==> config.mk <==
export PLATFORM = sky130hd
export DESIGN_NAME = operand_stage
export DESIGN_NICKNAME = d
export VERILOG_FILES = /design/src/rtl/cpu_pkg.sv /design/src/rtl/regfile_nr.sv /design/src/rtl/operand_stage.sv
export SDC_FILE = /design/constraint.sdc
export NUM_CORES = 1
export LEC_CHECK = 0
export CAP_MARGIN = 10
export CORE_UTILIZATION = 54
export DETAILED_ROUTE_END_ITERATION = 16
export PLACE_DENSITY = 0.81
export SYNTH_ARGS = -nofsm -noshare
export SYNTH_HDL_FRONTEND = slang
export SYNTH_SLANG_ARGS = --single-unit
==> constraint.sdc <==
create_clock -name clk -period 3.5 [get_ports clk]
set_input_delay 0.7 -clock clk [delete_from_list [all_inputs] [get_ports clk]]
set_output_delay 0.7 -clock clk [all_outputs]
set_load 0.02 [all_outputs]
==> src/rtl/cpu_pkg.sv <==
// Shared definitions for the operand/issue stage and its register file.
package cpu_pkg;

    localparam int unsigned DW    = 8;
    localparam int unsigned NREGS = 4;
    localparam int unsigned AW    = $clog2(NREGS);

    typedef logic [AW-1:0] reg_idx_t;

    typedef enum logic [2:0] {
        AluAdd  = 3'b000,
        AluSub  = 3'b001,
        AluSrl  = 3'b010,
        AluNor  = 3'b011,
        AluNand = 3'b100,
        AluSll  = 3'b110
    } alu_op_t;

endpackage

==> src/rtl/regfile_nr.sv <==
// NREGS x DW register file: two asynchronous read ports, one synchronous write port,
// register 0 hardwired to zero.
module regfile_nr
    import cpu_pkg::*;
#(
    parameter int unsigned DW    = cpu_pkg::DW,
    parameter int unsigned NREGS = cpu_pkg::NREGS
) (
    input  logic                     clk,
    input  logic                     rst_n,
    input  logic [$clog2(NREGS)-1:0] ra1_i,
    input  logic [$clog2(NREGS)-1:0] ra2_i,
    output logic [DW-1:0]            rd1_o,
    output logic [DW-1:0]            rd2_o,
    input  logic                     we_i,
    input  logic [$clog2(NREGS)-1:0] wa_i,
    input  logic [DW-1:0]            wd_i
);

    localparam int unsigned AW = $clog2(NREGS);

    logic [DW-1:0] mem_q [NREGS];

    always_ff @(posedge clk or negedge rst_n) begin
        if (!rst_n) begin
            for (int i = 0; i < NREGS; i++) begin
                mem_q[i] <= '0;
            end
        end else if (we_i && (wa_i != '0)) begin
            mem_q[wa_i] <= wd_i;
        end
    end

    always_comb begin
        rd1_o = (ra1_i == AW'(0)) ? '0 : mem_q[ra1_i];
        rd2_o = (ra2_i == AW'(0)) ? '0 : mem_q[ra2_i];
    end

endmodule

==> src/rtl/operand_stage.sv <==
// Register-read / issue stage in front of the ALU: busy scoreboard, RAW/WAW stall, one-entry
// output register. Define OPERAND_STAGE_BYPASS_EN to forward same-cycle writeback data.
module operand_stage
    import cpu_pkg::*;
#(
    parameter int unsigned DW    = cpu_pkg::DW,
    parameter int unsigned NREGS = cpu_pkg::NREGS
) (
    input  logic                     clk,
    input  logic                     rst_n,
    input  logic                     in_valid,
    output logic                     in_ready,
    input  logic [$clog2(NREGS)-1:0] in_rs1,
    input  logic [$clog2(NREGS)-1:0] in_rs2,
    input  logic [$clog2(NREGS)-1:0] in_rd,
    input  logic [2:0]               in_ctrl,
    output logic                     out_valid,
    input  logic                     out_ready,
    output logic [DW-1:0]            out_rs1,
    output logic [DW-1:0]            out_rs2,
    output logic [2:0]               out_ctrl,
    output logic [$clog2(NREGS)-1:0] out_rd,
    input  logic                     wb_en,
    input  logic [$clog2(NREGS)-1:0] wb_rd,
    input  logic [DW-1:0]            wb_data,
    output logic [NREGS-1:0]         busy
);

    localparam int unsigned AW = $clog2(NREGS);
    localparam logic [NREGS-1:0] OneHot0 = {{(NREGS-1){1'b0}}, 1'b1};

    logic [NREGS-1:0] busy_q, busy_d, busy_eff;
    logic [NREGS-1:0] wb_mask, set_mask;
    logic             out_valid_q, out_valid_d;
    logic [DW-1:0]    out_rs1_q, out_rs1_d, out_rs2_q, out_rs2_d;
    logic [2:0]       out_ctrl_q, out_ctrl_d;
    logic [AW-1:0]    out_rd_q, out_rd_d;
    logic [DW-1:0]    rf_rd1, rf_rd2;
    logic [DW-1:0]    op1, op2;
    logic             hazard, accept;

    regfile_nr #(
        .DW    (DW),
        .NREGS (NREGS)
    ) u_regfile (
        .clk   (clk),
        .rst_n (rst_n),
        .ra1_i (in_rs1),
        .ra2_i (in_rs2),
        .rd1_o (rf_rd1),
        .rd2_o (rf_rd2),
        .we_i  (wb_en),
        .wa_i  (wb_rd),
        .wd_i  (wb_data)
    );

    // Register 0 never appears in either mask, so it can never be busy.
    always_comb begin
        wb_mask  = (wb_en && (wb_rd != '0)) ? (OneHot0 << wb_rd) : '0;
        set_mask = (accept && (in_rd != '0)) ? (OneHot0 << in_rd) : '0;
    end

`ifdef OPERAND_STAGE_BYPASS_EN
    always_comb begin
        busy_eff = busy_q & ~wb_mask;
        op1      = wb_mask[in_rs1] ? wb_data : rf_rd1;
        op2      = wb_mask[in_rs2] ? wb_data : rf_rd2;
    end
`else
    always_comb begin
        busy_eff = busy_q;
        op1      = rf_rd1;
        op2      = rf_rd2;
    end
`endif

    always_comb begin
        hazard   = busy_eff[in_rs1] || busy_eff[in_rs2] || busy_eff[in_rd];
        in_ready = !hazard && (!out_valid_q || out_ready);
        accept   = in_valid && in_ready;
    end

    // Set beats clear when writeback and a new claim hit the same register.
    always_comb begin
        busy_d      = (busy_q & ~wb_mask) | set_mask;
        out_valid_d = out_valid_q;
        out_rs1_d   = out_rs1_q;
        out_rs2_d   = out_rs2_q;
        out_ctrl_d  = out_ctrl_q;
        out_rd_d    = out_rd_q;
        if (accept) begin
            out_valid_d = 1'b1;
            out_rs1_d   = op1;
            out_rs2_d   = op2;
            out_ctrl_d  = in_ctrl;
            out_rd_d    = in_rd;
        end else if (out_valid_q && out_ready) begin
            out_valid_d = 1'b0;
        end
    end

    always_ff @(posedge clk or negedge rst_n) begin
        if (!rst_n) begin
            busy_q      <= '0;
            out_valid_q <= 1'b0;
            out_rs1_q   <= '0;
            out_rs2_q   <= '0;
            out_ctrl_q  <= '0;
            out_rd_q    <= '0;
        end else begin
            busy_q      <= busy_d;
            out_valid_q <= out_valid_d;
            out_rs1_q   <= out_rs1_d;
            out_rs2_q   <= out_rs2_d;
            out_ctrl_q  <= out_ctrl_d;
            out_rd_q    <= out_rd_d;
        end
    end

    always_comb begin
        out_valid = out_valid_q;
        out_rs1   = out_rs1_q;
        out_rs2   = out_rs2_q;
        out_ctrl  = out_ctrl_q;
        out_rd    = out_rd_q;
        busy      = busy_q;
    end

endmodule

==> run summary, run 1 <==
The clock reaches the later pin of the worst-skew pair after 300 ps. The post-route minimum period works out to 3080 ps. In this run the static leakage power is 1.39 nW.

The final estimated routing congestion in global placement is 0.818, and the relative area change from synthesis to final layout is 29.6%. For the data arrival at the endpoint of the critical path, the log shows 2380 ps. The proportion of layout cells with a drive suffix above 1 is 37.7%. The run gives 269 as the final-layout fill cell count.

On the final layout, the worst clock skew is 11.3 ps. At the pin with the least slew margin, the transition time is 1070 ps. Dividing the detail-routed wire length by the instance count gives 19.7 microns. The tools report the sequential element share of the synthesized area as 52.4%. STA classifies the critical path endpoint as a primary output. The tool flagged a number of max-cap violations equal to 0. The residual antenna-violating net count after detailed routing was 0; the peak fanout along the critical path was 2.

Setup repair after global routing left no endpoint under its margin. Clock-pin slew was measured on the worst setup and hold paths at 90 ps. Post-CTS timing repair inserted 0 buffers for setup. Number of iterations in the first detailed-routing pass: 4. The mapped netlist covers 2390 sq um. For this run, the top clock speed supported by timing is 325 MHz.

In this run the cell area measured after placement is 2960 sq um. The number of hold violations in the final report is 0. For this block, the via count after detailed routing is 1,594.

In the post-route analysis, the smallest setup slack over all paths is 421 ps. The logs give 0 for the number of antenna violations at the first check in global routing and 75.2% for the utilization of the core after routing. STA classifies the critical path startpoint as a primary input.

The floorplan has 23 rows. The run gives 51 as the maximum number of pins on one net before global-route repair. In this run, synthesis produced a sequential element count of 50. The logs give 0 for the count of final max-slew check failures and 21 for the unique cell type count in the Yosys netlist. The ratio of routed vias to standard cells came out at 5.90.

From bottom edge to top edge, the die measures 68.5 microns. The aggregate global routing overflow is 0, and the clock buffer count from CTS is 5. In this run, the number of DRC markers left after iteration 0 of detailed routing was 91. Number of synthesis warnings: 0. IR analysis of the VDD net gives a maximum drop of 0.457 mV. For the footprint of the multi-input gates, the log shows 1090 sq um. Leaving out fill and tap cells, the most frequent cells in the layout are sky130_fd_sc_hd__dfrtp_1 (50), sky130_fd_sc_hd__clkdlybuf4s50_1 (48), sky130_fd_sc_hd__mux2_2 (47).

For the post-route worst hold slack, the log shows 467 ps. Type of the worst min-delay path: reg -> reg. The run gives 2 as the deepest level of the CTS H-tree.

Summing all non-filler instances in the final layout gives an area of 3100 sq um. The number of top-level design ports is 51, and the initial standard-cell utilization of the core is 58.0%. For this run, design rule violations remaining after detail routing come to 0.

The chip width is 68.5 microns, and the number of antenna cells inserted is 0. The most critical setup path has its startpoint at in_rs2[0]. For this design, the CTS-stage hold fixing added 0 buffers. Aggregate global-route resource usage: 24.8%.

The run finished with clean final reports. Leaving out fill and tap cells, the most frequent cell in the layout is sky130_fd_sc_hd__dfrtp_1. The tools report the aggregate negative setup slack as 0 ps. At the end of the flow, the number of nets in the layout was 243. The first global-routing pass estimated 8.18 mm of wire.

Synthesis produced 163 cells. The clock tree buffer depth is 2, and the total of buffers placed on input and output ports is 50. The logs give 2800 ps for the endpoint required time on the critical path and 50 for the sink count of the clock tree. The startpoint of the tightest hold check path was busy[0]. At the placement stage, the worst setup path has a slack of 56.8 ps.

The tools report the cell at the root of the clock tree as sky130_fd_sc_hd__clkbuf_8. The worst register-to-register path begins at busy[2]. The sequential cells in the finished layout cover a total of 1250 sq um. The power density over the cells is 772 nW/um^2. A synthesized cell averages 14.7 sq um. The wire-length estimate of the detail-placed layout is 3.60 mm. After layout, the worst path uses 88.0% of the clock period. The relative slew slack is 28.5%, and the final number of setup-violating endpoints is 0. The total core area is 4120 sq um.

The run gives 4690 sq um as the area of the die. The final layout contains routed wiring with a total length of 5.32 mm. The critical path in this run is classified as in -> out.

The logs give 1,668 for the number of global-route vias before repair and 187 for the net count after synthesis. TritonCTS built the clock tree.
[state kept, by name, summed over array words and instances (netlist names)]
register,flops
busy,4
out_ctrl,3
out_rd,2
out_rs1,8
out_rs2,8
out_valid,1
u_regfile.mem_q,24
[repair_timing]
action	in CTS	in global routing
gates resized for setup	0	1
endpoints found under the setup margin	0	1
endpoints found under the hold margin	0	0
[cell families after synthesis]
kind of cell           synth area share [%]
AO/OA/AOI/OAI                          8.22
flip-flops                             52.4
AND/OR/NAND/NOR                        3.98
multiplexers                           33.3
buffers and inverters                  2.15
[cells in the mapped netlist (all sizes together)]
cell / count / share of area (%)
o22ai: 1 / 0.26
a222oi: 1 / 0.42
nand4: 1 / 0.52
and3: 1 / 0.26
dfrtp: 50 / 52
a22o: 15 / 5.5
o21ai: 3 / 0.63
nand3: 1 / 0.21
a221oi: 1 / 0.63
a32o: 1 / 0.42
nand2: 5 / 0.79
nand2b: 2 / 0.52
mux2i: 1 / 0.42
mux2: 64 / 33
a2bb2oi: 1 / 0.37
clkbuf: 5 / 0.79
nor2b: 4 / 1.0
buf: 4 / 1.4
nand3b: 2 / 0.63
[through the flow]
step | power (W) | cells
3_3_place_gp | 0.00188 | 262
5_1_grt | 0.00251 | 270
6_report | 0.00239 | 270
2_1_floorplan | 0.00150 | 163
4_1_cts | 0.00241 | 270
3_5_place_dp | 0.00193 | 262
[critical path, stage by stage]
cell and delay, ps:
sky130_fd_sc_hd__clkdlybuf4s50_1 490, sky130_fd_sc_hd__mux2_2 330, sky130_fd_sc_hd__a222oi_1 380, sky130_fd_sc_hd__and3_1 240
sky130_fd_sc_hd__dlymetal6s2s_1 230
[where the power goes]
part / internal (W) / switching, W / total [W]
registers: 0.000764 / 0.000130 / 0.000894
logic: 0.000592 / 0.000427 / 0.00102
clock network: 0.000286 / 0.000189 / 0.000476
[routing by layer]
layer	vias to the layer above	GRT usage (%)	part of all wire [%]
met5	-	0	0
met4	0	9.38	1.6
met3	10	5.26	4.7
met2	60	42.9	51
met1	801	30.3	43
li1	723	-	-
[area by class of cell]
class,instances,area share (%)
repair buffers,58,18.0
flip-flops and latches,50,40.4
well taps,50,2.02
clock buffers,5,2.22
clock inverters,3,2.22
multi-input cells,104,35.1
[path summary, 6_finish.rpt]
kind / end / slack [ps] / cells after the start
worst max-delay path: in_ready / 420 / 5
worst min-delay path: busy[0] / 470 / 0
worst max register to register: out_rs1[4] / 1380 / 6
worst min register to register: busy[0] / 470 / 0
max in group asynchronous: u_regfile.mem_q[4] / 2240 / 1
min in group asynchronous: busy[2] / 600 / 1
(Power assumes the default switching activity.)
==> run 2: changes to the inputs <==
CTS_CLUSTER_DIAMETER = 30   (was default)
SLEW_MARGIN = 20   (was default)
==> run summary, run 2 (synthesis results as in run 1) <==
In the final timing run, aggregate negative setup slack is 0 ps. Together, buffers and inverters on the worst path number 2. The area growth from synthesis to layout is 29.7%. The number of flip-flops in the largest register was 24. The final route contains 1,594 vias. Once detail routing completed, the nets flagged for antenna violations numbered 0.

At the pin with the least slew margin, the transition time is 678 ps. For this run, the top clock speed supported by timing is 325 MHz. Global routing finished with a remaining overflow of 0.

The total leakage power was 1.39 nW. For the post-route worst hold slack, the log shows 413 ps. The run finished with clean final reports. The period utilization is 88.0%. The tools report the power dissipated by switching net loads as 0.000747 W. Ranked by flip-flop count, first place goes to u_regfile.mem_q.

The first global-routing pass estimated 8.18 mm of wire. TritonCTS created 5 clock buffers. The ratio of routed vias to standard cells was 5.90. Entering global routing, the biggest net connects 51 pins.

The type of the worst min-delay path is in -> async. Headroom to the max-slew limit came out at 54.7%. The run gives 0 as the final number of setup-violating endpoints. The cell area after placement is 2960 sq um, and the cell internal power dissipation is 0.00164 W. The post-CTS setup buffer count was 0. The type of the setup path with the least slack is in -> out. The run gives 0 as the number of hold violations in the final report.

The worst setup path is launched from a primary input. The total core area was 4120 sq um. On the worst path, the slowest cell contributes a delay of 490 ps. Once the floorplan was initialized, standard cells occupied 58.0% of the core.

For this design the top-level I/O count stands at 51. Proportion of total power due to net switching: 31.3%. For the aggregate global-route resource usage, the log shows 24.8%.

Data on the critical path is required at its endpoint by 2800 ps. In the final routed layout, each cell accounts on average for 19.7 microns. Combinational logic is responsible for 42.6% of the overall power. The met2 usage came out at 42.9%. Walking the worst path, the cells encountered are clkdlybuf4s50_1 > mux2_2 > a222oi_1 > and3_1 > dlymetal6s2s_1. In the layout the commonest cells are sky130_fd_sc_hd__dfrtp_1 (50), sky130_fd_sc_hd__clkdlybuf4s50_1 (48), sky130_fd_sc_hd__mux2_2 (47). Subtracting the final worst setup slack from the clock period gives 3080 ps. The data arrival at the endpoint of the critical path was 2380 ps; the total of buffers placed on input and output ports was 50. The number of iterations in the first detailed-routing pass is 4, and the number of core rows is 23. The tools report the capturing element type of the critical path as a primary output.

The sum of internal, switching and leakage power is 0.00239 W, and the wire length after detailed routing is 5.32 mm. IR analysis of the VDD net gives a maximum drop of 0.457 mV. The run gives 5.26% as the global routing met3 resource utilization. For flop-to-flop paths, the worst setup slack is 1380 ps.

The clock transition at the registers of the reported paths came out at 100 ps. The count of cells in the finished layout, fillers not included, comes to 270. Per report_power, the clock group accounts for 19.9% of the total. The die covers 4690 sq um.

Grouping stages by cell kind, the critical path spends the most delay in buffers and inverters. The run gives 3100 sq um as the post-route standard cell area excluding fillers. For the number of max-cap violations, the log shows 0. Once placement completed, the tool counted placed cells totaling 262. The clock arrives with 12.3 ps of skew.

Of all nets on the critical path, the largest fanout is 2. The first routing iteration left 91 violations. For met1 alone, demand over resource in global routing was 30.3%. The clock latency at the later pin of the worst-skew pair came out at 300 ps.

For this run, the post-layout net count is 243. Measured along the x axis, the die boundary spans 68.5 microns. The die height is 68.5 microns. The longest clock path from root to sink contains 2 buffers. The proportion of layout cells with a drive suffix above 1 came out at 37.7%. The tools report the number of antenna violations at the first check in global routing as 0. The tree built by TritonCTS fans out to 50 sinks.

After global routing, the most crowded layer is met2. The cell type of the slowest stage on the worst timing path is sky130_fd_sc_hd__clkdlybuf4s50_1. The congestion estimate from routability-driven global placement came to 0.818. In this run the number of H-tree levels came out at 2. The HPWL after detailed placement came out at 3.60 mm.

The number of antenna cells inserted was 0; the count of final max-slew check failures was 0. TritonCTS built the clock tree. The logs give 1,668 for the number of global-route vias before repair and 37.4% for the sequential fraction of design power. DRC violations left: 0. The most common cell after layout, fill and taps aside was sky130_fd_sc_hd__dfrtp_1.

The tree is rooted in a sky130_fd_sc_hd__clkbuf_8. The power density over the cells is 771 nW/um^2. Setup repair after global routing left no endpoint under its margin.
## run 2: cell count changes in the layout (fill, tap and decap cells not counted)
cell,before,now
sky130_fd_sc_hd__buf_2,1,0
sky130_fd_sc_hd__buf_4,8,9
## run 2: path summary, 6_finish.rpt
path / cells after the start / startpoint / end
min in group clk: 0 / busy[0] / busy[0]
hold / removal: 1 / rst_n / u_regfile.mem_q[13]
setup reg to reg: 6 / busy[2] / out_rs1[4]
max in group asynchronous: 1 / rst_n / u_regfile.mem_q[4]
setup / recovery: 5 / in_rs2[0] / in_ready
hold reg to reg: 0 / busy[0] / busy[0]
## run 2: cell type report
class | instances | area [sq um]
clock buffers | 5 | 68.8
clock inverters | 3 | 68.8
repair buffers | 58 | 561
fillers | 269 | 1020
flip-flops and latches | 50 | 1250
multi-input cells | 104 | 1090
well taps | 50 | 62.6
## run 2: what timing repair did
item,in CTS,in global routing
setup endpoints to repair,0,1
resized for setup,0,1
hold buffers,0,0
## run 2: power groups by stage
stage / logic (W) / registers (W) / clock network, W
2_1_floorplan: 0.000461 / 0.00104 / 0
3_3_place_gp: 0.000999 / 0.000884 / 0
3_5_place_dp: 0.00102 / 0.000904 / 0
4_1_cts: 0.00103 / 0.000893 / 0.000485
5_1_grt: 0.00108 / 0.000920 / 0.000510
6_report: 0.00102 / 0.000894 / 0.000476
## run 2: worst reg2reg max path, stage by stage (launching register included)
cell and delay (ps):
sky130_fd_sc_hd__dfrtp_1 440, sky130_fd_sc_hd__mux2_2 280, sky130_fd_sc_hd__a222oi_1 380, sky130_fd_sc_hd__buf_4 180, sky130_fd_sc_hd__nand4_2 90, sky130_fd_sc_hd__buf_4 280, sky130_fd_sc_hd__mux2_4 360
## run 2: metrics by stage
step	utilization, %	setup slack, ps
floorplan	-	1060
global placement	71.8	115
detailed placement	71.8	56.8
CTS	75.2	49.8
global route	75.3	321
finish	75.3	421
## run 2: routing by layer
layer,routed length (microns),vias up,part of all wire (%)
met5,0,-,0
met4,87,0,1.6
met3,251,10,4.7
met2,2710,60,51
met1,2260,801,43
li1,-,723,-
==> run 3: changes to the inputs <==
CORE_MARGIN = 10   (was default)
GPL_ROUTABILITY_DRIVEN = 0   (was default)
==> run summary, run 3 (synthesis results as in run 1) <==
The run finished with clean final reports. Capturing element type of the critical path: a primary output. For the wire length after detailed routing, the log shows 5.64 mm. The total overflow left after global routing is 0. Once detailed placement completed, the half-perimeter wirelength came to 4.09 mm. The number of antenna diodes in the final layout is 0. In this run the power density over the cells is 737 nW/um^2. Residual antenna-violating net count after detailed routing: 0. The startpoint identified for the worst register-to-register timing path is busy[2]. The post-route minimum period is 3100 ps, and the peak fanout along the critical path is 2. Clock-pin slew was measured on the worst setup and hold paths at 90 ps. The library cell used most frequently in the layout, excluding fill and tap cells, is sky130_fd_sc_hd__dfrtp_1. Together, buffers and inverters on the worst path number 2. The number of iterations in the first detailed-routing pass was 4.

The number of global-route vias before repair came out at 1,746. In this run, post-CTS hold repair placed 0 buffers. The first routing iteration left 101 violations. Across all register-to-register paths, the minimum setup slack is 1390 ps.

TritonCTS built the clock tree. The clock latency at the later pin of the worst-skew pair came out at 300 ps. For this design, the slowest cell found on the critical path is sky130_fd_sc_hd__clkdlybuf4s50_1. For the first-pass GRT wire length, the log shows 9.11 mm. The routed design uses 172 microns of met3 wire.

In this run the horizontal extent of the chip is 86.5 microns. The number of core rows was 24; the number of max-cap violations was 0. For this design the top-level I/O count stands at 51.

The final layout contains 245 nets. The clock drives 50 sinks. At the pin with the least slew margin, the transition time is 649 ps. The critical path is of the in -> out type.

Measured in cells, the most critical reg-to-reg path has a length of 6. The logs give 0 for the number of antenna violations at the first check in global routing and 2 for the clock tree buffer depth. The tree is rooted in a sky130_fd_sc_hd__clkbuf_8.

The worst pin sits at a relative slew slack of 56.7%. The run gives 4320 sq um as the total core area. The post-route worst hold slack was 408 ps; the delay contributed by the slowest stage of the critical path was 500 ps. The number of hold violations in the final report is 0. The area growth from synthesis to layout is 28.4%.

The tools report the initial standard-cell utilization of the core as 55.2%. The endpoint of the worst register-to-register path is out_ctrl[2]. The clock buffer count from CTS is 5. The tightest min-delay check is of the in -> async type.

The clock tree synthesis step divided the H-tree into 2 levels. The DRC violations left is 0, and the total of buffers placed on input and output ports is 50. The maximum number of pins on one net before global-route repair came out at 51. The data arrival at the endpoint of the critical path came out at 2400 ps. The register with the most flip-flops in the layout has 24 of them.

Worst clock skew on the final layout: 8.67 ps. The run gives 322 MHz as the fmax. The dominant delay contributor by cell family on the critical path is buffers and inverters.

The die covers 7480 sq um. The total leakage power is 1.38 nW. The layout has 307 filler cells.

The run gives 2800 ps as the endpoint required time on the critical path. Setup repair after global routing left no endpoint under its margin. The library cells used most frequently in the layout, excluding fill and tap cells, are sky130_fd_sc_hd__dfrtp_1 (50), sky130_fd_sc_hd__clkdlybuf4s50_1 (48), sky130_fd_sc_hd__mux2_2 (47). Aggregate negative setup slack: 0 ps.

Ratio of routed vias to standard cells: 5.78. Post-CTS setup buffer count: 0. Dividing the detail-routed wire length by the instance count gives 20.6 microns. The proportion of layout cells with a drive suffix above 1 was 38.3%.

The tools report the worst IR drop on VDD as 0.331 mV. From bottom edge to top edge, the die measures 86.5 microns. The met2 wirelength from detailed routing is 3.20 mm, and the total via count after detailed routing is 1,583. Walking the worst path, the cells encountered are clkdlybuf4s50_1 > mux2_2 > a222oi_1 > and3_1 > dlymetal6s2s_1. u_regfile.mem_q holds more flip-flops than any other register. Setup violations remaining at the end of the flow were counted as 0. Global routing consumed, over all layers together, 15.2% of the routing resources. Post-CTS repair changed the size of 0 cells. The highest metal layer carrying signal wires in the routed design is met4.

The worst setup path is launched from a primary input. The count of final max-slew check failures was 0. The met1 wire length was 2.22 mm; the period utilization was 88.7%.
## run 3: worst reg2reg max path, cell delays in order (launching register included)
cell,delay (ps)
sky130_fd_sc_hd__dfrtp_1,440
sky130_fd_sc_hd__mux2_2,290
sky130_fd_sc_hd__a222oi_1,400
sky130_fd_sc_hd__buf_4,180
sky130_fd_sc_hd__nand4_2,110
sky130_fd_sc_hd__buf_4,250
sky130_fd_sc_hd__mux2_4,330
## run 3: metrics by stage
stage	util (%)	total power [W]	area (sq um)	instances	worst slack (ps)
CTS	70.8	0.00229	3060	274	19.0
floorplan	-	0.00150	2390	163	1060
finish	70.9	0.00226	3070	274	397
global placement	68.8	0.00190	2970	266	82.9
detailed placement	68.8	0.00195	2970	266	18.0
global route	70.9	0.00238	3070	274	306
## run 3: power by group
group	switching [W]	total [W]	leakage (nW)	internal (W)
sequential	0.000132	0.000896	0.609	0.000764
clock	0.000195	0.000336	0.0441	0.000141
combinational	0.000434	0.00103	0.726	0.000597
## run 3: area by class of cell
| type | count | area, sq um | area share [%] |
|---|---|---|---|
| clock buffer | 5 | 68.8 | 2.24 |
| clock inverter | 3 | 21.3 | 0.693 |
| multi-input combinational | 104 | 1090 | 35.4 |
| sequential | 50 | 1250 | 40.8 |
| tap | 52 | 65.1 | 2.12 |
| timing repair buffer | 60 | 576 | 18.8 |
## run 3: how the worst max path moves through the flow
stage               startpoint  endpoint  slack [ps]  cells after the start
global placement     in_rs2[0]  in_ready          80                      5
finish               in_rs2[0]  in_ready         400                      5
global route         in_rs2[0]  in_ready         310                      5
floorplan            in_rs2[0]  in_ready        1060                      3
detailed placement   in_rs2[0]  in_ready          20                      5
CTS                  in_rs2[0]  in_ready          20                      5
## run 3: routing by layer
metal	vias up	global-route usage, %
met4	0	3.83
li1	720	-
met3	4	3.28
met1	832	17.3
met2	27	28.1
met5	-	0
